`config.mk`:
```
export PLATFORM = sky130hd
export DESIGN_NAME = mem_access_ctrl
export DESIGN_NICKNAME = d
export VERILOG_FILES = /design/src/rtl/mem_access_ctrl.sv
export SDC_FILE = /design/constraint.sdc
export NUM_CORES = 1
export LEC_CHECK = 0
export CAP_MARGIN = 10
export CELL_PAD_IN_SITES_DETAIL_PLACEMENT = 1
export CELL_PAD_IN_SITES_GLOBAL_PLACEMENT = 2
export CORE_UTILIZATION = 25
export CTS_BUF_LIST = sky130_fd_sc_hd__clkbuf_4
export CTS_CLUSTER_SIZE = 25
export DETAILED_ROUTE_END_ITERATION = 16
export PLACE_DENSITY = 0.94
export SYNTH_ARGS = -nofsm -noshare
export SYNTH_HDL_FRONTEND = slang
export SYNTH_SLANG_ARGS = --single-unit
```
`constraint.sdc`:
```
create_clock -name clk -period 3.71 [get_ports clk]
set_input_delay 0.371 -clock clk [delete_from_list [all_inputs] [get_ports clk]]
set_output_delay 0.371 -clock clk [all_outputs]
set_load 0.05 [all_outputs]
```
`src/rtl/mem_access_ctrl.sv`:
```
// mem_access_ctrl: sequences byte/half/word loads and stores onto a word-wide memory, using read-modify-write for sub-word stores.
module mem_access_ctrl #(
  parameter int AW = 5
) (
  input  logic        clk,
  input  logic        rst_n,
  input  logic        inValid,
  input  logic [31:0] inAddr,
  input  logic [31:0] inWriteData,
  input  logic        inMemRead,
  input  logic        inMemWrite,
  input  logic [1:0]  inSize,
  input  logic        inUnsigned,
  output logic        outStall,
  output logic [31:0] outMemAddress,
  output logic [31:0] outMemWriteData,
  output logic        outMemRead,
  output logic        outMemWrite,
  input  logic [31:0] inMemReadData,
  output logic [31:0] outLoadData,
  output logic        outLoadValid,
  output logic        outMisaligned
);
  typedef enum logic [2:0] {IDLE, LD_RD, ST_WR, RMW_RD, RMW_WR} state_t;
  state_t      state_q, state_d;
  logic [31:0] mem_addr_q, mem_addr_d, wdata_q, wdata_d, load_data_q, load_data_d;
  logic [1:0]  lane_q, lane_d, size_q, size_d;
  logic        uns_q, uns_d, mem_rd_q, mem_rd_d, mem_wr_q, mem_wr_d;
  logic        load_valid_q, load_valid_d, mis_q, mis_d;
  logic        req, aligned, legal, accept;
  logic [4:0]  sh;
  logic [31:0] mask, merged, lane_val, ext;
  logic        unused_addr;
  assign unused_addr = ^inAddr[31:AW+2];
  always_comb begin
    req      = inValid & (inMemRead | inMemWrite);
    aligned  = (inSize == 2'b00) | (inSize == 2'b01 & ~inAddr[0]) | (inSize == 2'b10 & inAddr[1:0] == 2'b00);
    legal    = (inMemRead ^ inMemWrite) & aligned;
    accept   = (state_q == IDLE) & req & legal;
    sh       = {lane_q, 3'b000};
    mask     = size_q == 2'b00 ? 32'h0000_00FF : size_q == 2'b01 ? 32'h0000_FFFF : 32'hFFFF_FFFF;
    // wdata_q still holds the right-aligned store data while in RMW_RD
    merged   = (inMemReadData & ~(mask << sh)) | ((wdata_q & mask) << sh);
    lane_val = inMemReadData >> sh;
    ext      = size_q == 2'b00 ? {{24{~uns_q & lane_val[7]}}, lane_val[7:0]} :
               size_q == 2'b01 ? {{16{~uns_q & lane_val[15]}}, lane_val[15:0]} : lane_val;
    state_d  = accept ? (inMemRead ? LD_RD : inSize == 2'b10 ? ST_WR : RMW_RD) :
               state_q == RMW_RD ? RMW_WR : IDLE;
    mem_rd_d     = state_d == LD_RD || state_d == RMW_RD;
    mem_wr_d     = state_d == ST_WR || state_d == RMW_WR;
    mem_addr_d   = accept ? {{(32-AW){1'b0}}, inAddr[AW+1:2]} : mem_addr_q;
    wdata_d      = accept ? inWriteData : state_q == RMW_RD ? merged : wdata_q;
    lane_d       = accept ? inAddr[1:0] : lane_q;
    size_d       = accept ? inSize : size_q;
    uns_d        = accept ? inUnsigned : uns_q;
    load_data_d  = state_q == LD_RD ? ext : load_data_q;
    load_valid_d = state_q == LD_RD;
    mis_d        = (state_q == IDLE) & req & ~legal;
    outStall     = accept | (state_q == RMW_RD);
  end
  always_ff @(posedge clk) begin
    if (!rst_n) begin
      state_q      <= IDLE;
      mem_addr_q   <= '0;
      wdata_q      <= '0;
      load_data_q  <= '0;
      lane_q       <= '0;
      size_q       <= '0;
      uns_q        <= 1'b0;
      mem_rd_q     <= 1'b0;
      mem_wr_q     <= 1'b0;
      load_valid_q <= 1'b0;
      mis_q        <= 1'b0;
    end else begin
      state_q      <= state_d;
      mem_addr_q   <= mem_addr_d;
      wdata_q      <= wdata_d;
      load_data_q  <= load_data_d;
      lane_q       <= lane_d;
      size_q       <= size_d;
      uns_q        <= uns_d;
      mem_rd_q     <= mem_rd_d;
      mem_wr_q     <= mem_wr_d;
      load_valid_q <= load_valid_d;
      mis_q        <= mis_d;
    end
  end
  assign outMemAddress   = mem_addr_q;
  assign outMemWriteData = wdata_q;
  assign outMemRead      = mem_rd_q;
  assign outMemWrite     = mem_wr_q;
  assign outLoadData     = load_data_q;
  assign outLoadValid    = load_valid_q;
  assign outMisaligned   = mis_q;
endmodule

```
After elaboration in Yosys (flattened, before gate mapping) --
Cells that the tools add are included.
Word-level totals: register bits 81, bits of input ports 104, output and inout bits 101, logic and storage cells 61
Cells by class: eq/ne operators 9, shifts and indexed selects 3, multiplexer cells 10, bitwise gates (word level) 21, reduce and logical (&&, ||, !) cells 7
Operators by type and width (count):
- 32-bit two-way mux | 6
- 32-bit AND | 2
- 32-bit by 5-bit << shifter with 32-bit output | 2
- 32-bit inverter | 1
- 32-bit OR | 1
- 32-bit by 5-bit >> shifter with 32-bit output | 1
- 1-bit AND | 9
- 3-bit by 2-bit == test with 1-bit output, second input constant | 3
- 3-bit by 1-bit == test with 1-bit output, second input constant | 2
- 2-bit logical NOT | 3
- 3-bit two-way mux | 2
- 2-bit by 1-bit == test with 1-bit output, second input constant | 2
- 1-bit OR | 4
- 3-bit == test, second input constant | 1
- 3-bit logical NOT | 1
- 1-bit inverter | 3
- 2-bit == test, second input constant | 1
- 1-bit logical OR | 2
- 2-bit two-way mux | 1
- 2-bit nonzero test | 1
- 1-bit two-way mux | 1
- 1-bit bitwise XOR | 1

Longest topological paths before layout --
word-level depth 9, depth in mapped cells 8, gate-level depth less buffers 7

Least setup slack after synthesis --
No wires, ideal clock.
kind input -> output, from input inMemRead, to output outStall, data arrival time 1665 ps, required time 3339 ps, slack 1674 ps, stages on the path 6, path buffers 1, path through inv_1 ha_1 nor3b_1 o2111ai_1 clkbuf_1 nand2_1
Between the ends: longest elaborated chain between the ends 5
RTL lines:
- from (decl) | RTL line 10 | input logic inMemRead,
- 1-bit OR | RTL line 36 | req = inValid & (inMemRead | inMemWrite);
- 1-bit AND | RTL line 36
- 1-bit AND | RTL line 39 | accept = (state_q == IDLE) & req & legal;
- 1-bit AND (*) | RTL line 39
- 1-bit OR (*) | RTL line 59 | outStall = accept | (state_q == RMW_RD);
- to (decl) | RTL line 14 | output logic outStall,
Every way passes the cells marked *; elsewhere a longest branch is shown, timed or not.

Final worst setup path --
Ends and elaborated chain as after synthesis.

==> reports/metrics.cfg <==
[status]
status = completed

[floorplan]
rows = 48
die_area_um2 = 18450
die_y_um = 135.8
dieWidth_um = 135.8
coreArea_um2 = 17420
start_util_pct = 25.70
num_io_pins = 205

[sta]
hold_viol = 0
slew_headroom_pct = 45.68
fmax_ghz = 0.3711
fin_skew_ps = 12.72
min_period_ps = 2695
setup_viol = 0
drv_slew = 0
tightest_slew_ps = 814.9
fin_worst_hold_slack_ps = 444.3
rsz0062_at_grt = false
setup-tns-final_ps = 0
period_share_pct = 72.64

[routing]
drtPass1Iterations = 4
vias = 4752
wl_per_cell_um = 19.48
drt_iter0_drc = 326
drcViolationCount = 0
ant_nets = 0
avgViaCountPerCell = 5.110
routed_wirelength_um = 18120

[setup_path]
arrival_ps = 2320
r2r-start = lane_q[0]
start_kind = input port
path_max_fanout = 9
rrSetupSlack_ps = 1220
slowest_delay_ps = 520
required_ps = 3340
criticalPathCategory = in -> out
crit_path_end_kind = output pin
critPathSlowestCell = clkdlybuf4s50_1
worstPathCellList = clkdlybuf4s50_1 > inv_1 > ha_1 > nor3b_1 > o2111ai_4 > nand2_1 > buf_12
worstReg2RegEnd = outLoadData[17]
ff2ff_path_depth = 4

[cts]
cts-root-buf = clkbuf_4
clk_pin_slew_ps = 130
h-tree-depth = 3
tritoncts = built
holdBufCountCts = 0
clk_latency_ps = 470
cts_resized = 0
cts_buffer_depth = 2
cts.sinks = 81
cts_setup_buffers = 0
cts_buffers = 9

[min_path]
holdPathEnd = outMemAddress[4]
worstHoldStart = inAddr[6]
holdPathStages = 3
hold_class = in -> reg

[placed_design]
gp_congestion = 0.7770
hpwl_um = 13540
io_buffers = 152

[yosys]
synth_edf_count = 0
synth-xor-area-share_pct = 0
synth_top_family_by_area = compound AO/OA/AOI/OAI gates
avgSynthCellArea_um2 = 7.854
ys.flop_type = dfxtp_1
synthSimpleGateAreaFrac_pct = 15.93
netlist_area_um2 = 4477
synthMuxAreaShare_pct = 7.881
ys_seq_area_share_pct = 36.22
synth_adder_area_share_pct = 0.2795
synth_cell_type_count = 50
syn-instance-count = 570
synth_compound_area_share_pct = 29.79
async_reset_ff_share_pct = 0
ys_ff_latch = 81
ys_warn_count = 0

[final_layout]
drive_above_1_share_pct = 7.824
nNetsFinal = 803
area_growth_pct = 38.29
final_common_cell = clkdlybuf4s50_1
multi_input_area_um2 = 2531
seqCellArea_um2 = 1623
layout_common_cells = clkdlybuf4s50_1, nand2_1, dfxtp_1
nFillCells = 2102

[global_route]
first_global_vias = 4593
antenna_found_initial = 2
grt_pass1_wl_um = 27190
grt.total_usage_pct = 19.82
overflow = 0
grt_max_degree = 58

[pwr]
p_leak_nw = 2.130
max-vdd-ir-drop_v = 0.0001564
power_density_nw_per_um2 = 315.4

[job]
drv_cap = 0

[through the flow]
step | setup WS [ps] | utilization [%] | cell area, um2 | total power [mW] | cells
global placement | 901.4 | 34.89 | 6076 | 1.495 | 912
detailed placement | 807.3 | 34.89 | 6076 | 1.499 | 912
global route | 911.5 | 35.55 | 6191 | 2.050 | 930
finish | 1015 | 35.55 | 6191 | 1.953 | 930
floorplan | 1674 | - | 4574 | 1.298 | 596
CTS | 1062 | 35.52 | 6186 | 1.977 | 928
[final cells by class]
type	instances	area share [%]
flip-flops and latches	81	26.21
multi-input cells	437	40.89
repair buffers	164	26.19
diodes	2	0.08084
inverters	5	0.3032
clock buffers	12	1.455
clock inverters	4	0.3234
well taps	225	4.547
[worst max-delay path: cells and delay by family]
kind | cells | cell delay (ps)
buffers and inverters | 3 | 770
and+or+nand+nor | 2 | 790
AOI/OAI and AO/OA | 1 | 200
adders and majority gates | 1 | 190
[cells in the mapped netlist, types with 2 or more instances]
cell type  count  area (um2)
nand2_1      103       386.6
dfxtp_1       81        1622
o21ai_0       64       320.3
a21oi_1       46       230.2
buf_4         29       217.7
clkbuf_1      27       101.4
nor2_1        27       101.4
mux2i_1       24       240.2
a21boi_0      18       135.1
a221oi_1      16       140.1
o22ai_1       16       100.1
buf_2         12       60.06
a21oi_2       11       96.34
nor3_1         9       45.04
mux2_2         8       90.09
a2bb2oi_1      7       61.31
nor4_1         7       43.79
o211ai_1       7       52.55
a31o_2         5       43.79
a22oi_1        4       30.03
a311oi_1       4       35.03
nand3_1        4       20.02
a31o_1         3       26.28
buf_6          3       33.78
inv_1          3       11.26
nor2b_1        3       18.77
and3_1         2       12.51
buf_1          2       7.510
clkinv_1       2       7.510
nor3b_1        2       15.01
or2_1          2       12.51
[cells by family (layout without fill, tap and decap cells)]
| logic type | count (synthesis) | in the layout |
|---|---|---|
| compound gates | 209 | 209 |
| simple gates | 167 | 167 |
| flops | 81 | 81 |
| buf+inv | 78 | 185 |
| mux | 33 | 33 |
| fa+ha+maj | 1 | 1 |
| other cells | 1 | 29 |
[state kept, by name (all words and copies together), names as in the netlist, 2 cells and up]
signal	cells
state_q	3
size_q	2
outMemAddress	5
outLoadData	32
outMemWriteData	32
lane_q	2
[where the power goes]
part	leakage [nW]	switching (mW)	internal, mW
Sequential	0.657	0.0366	0.902
Combinational	1.41	0.344	0.199
Clock	0.0624	0.315	0.155
Total	2.13	0.696	1.26
[per-layer routing]
layer	part of all wire (%)	GRT usage, %	vias to the layer above
met5	0	0	-
met4	2.4	6.679	0
met3	8.1	5.593	25
met2	46	31.43	202
met1	43	25.62	2272
li1	-	-	2253
[worst max-delay path by stage]
stage / start / to / slack (ps) / cells after the start
6_report: inMemRead / outStall / 1020 / 7
4_1_cts: inMemRead / outStall / 1060 / 7
5_1_grt: inMemRead / outStall / 910 / 7
3_3_place_gp: inMemRead / outMemWriteData[24] / 900 / 8
2_1_floorplan: inMemRead / outStall / 1670 / 6
3_5_place_dp: inMemRead / outMemWriteData[24] / 810 / 8
Note: power is estimated with default switching activity, not from simulation.
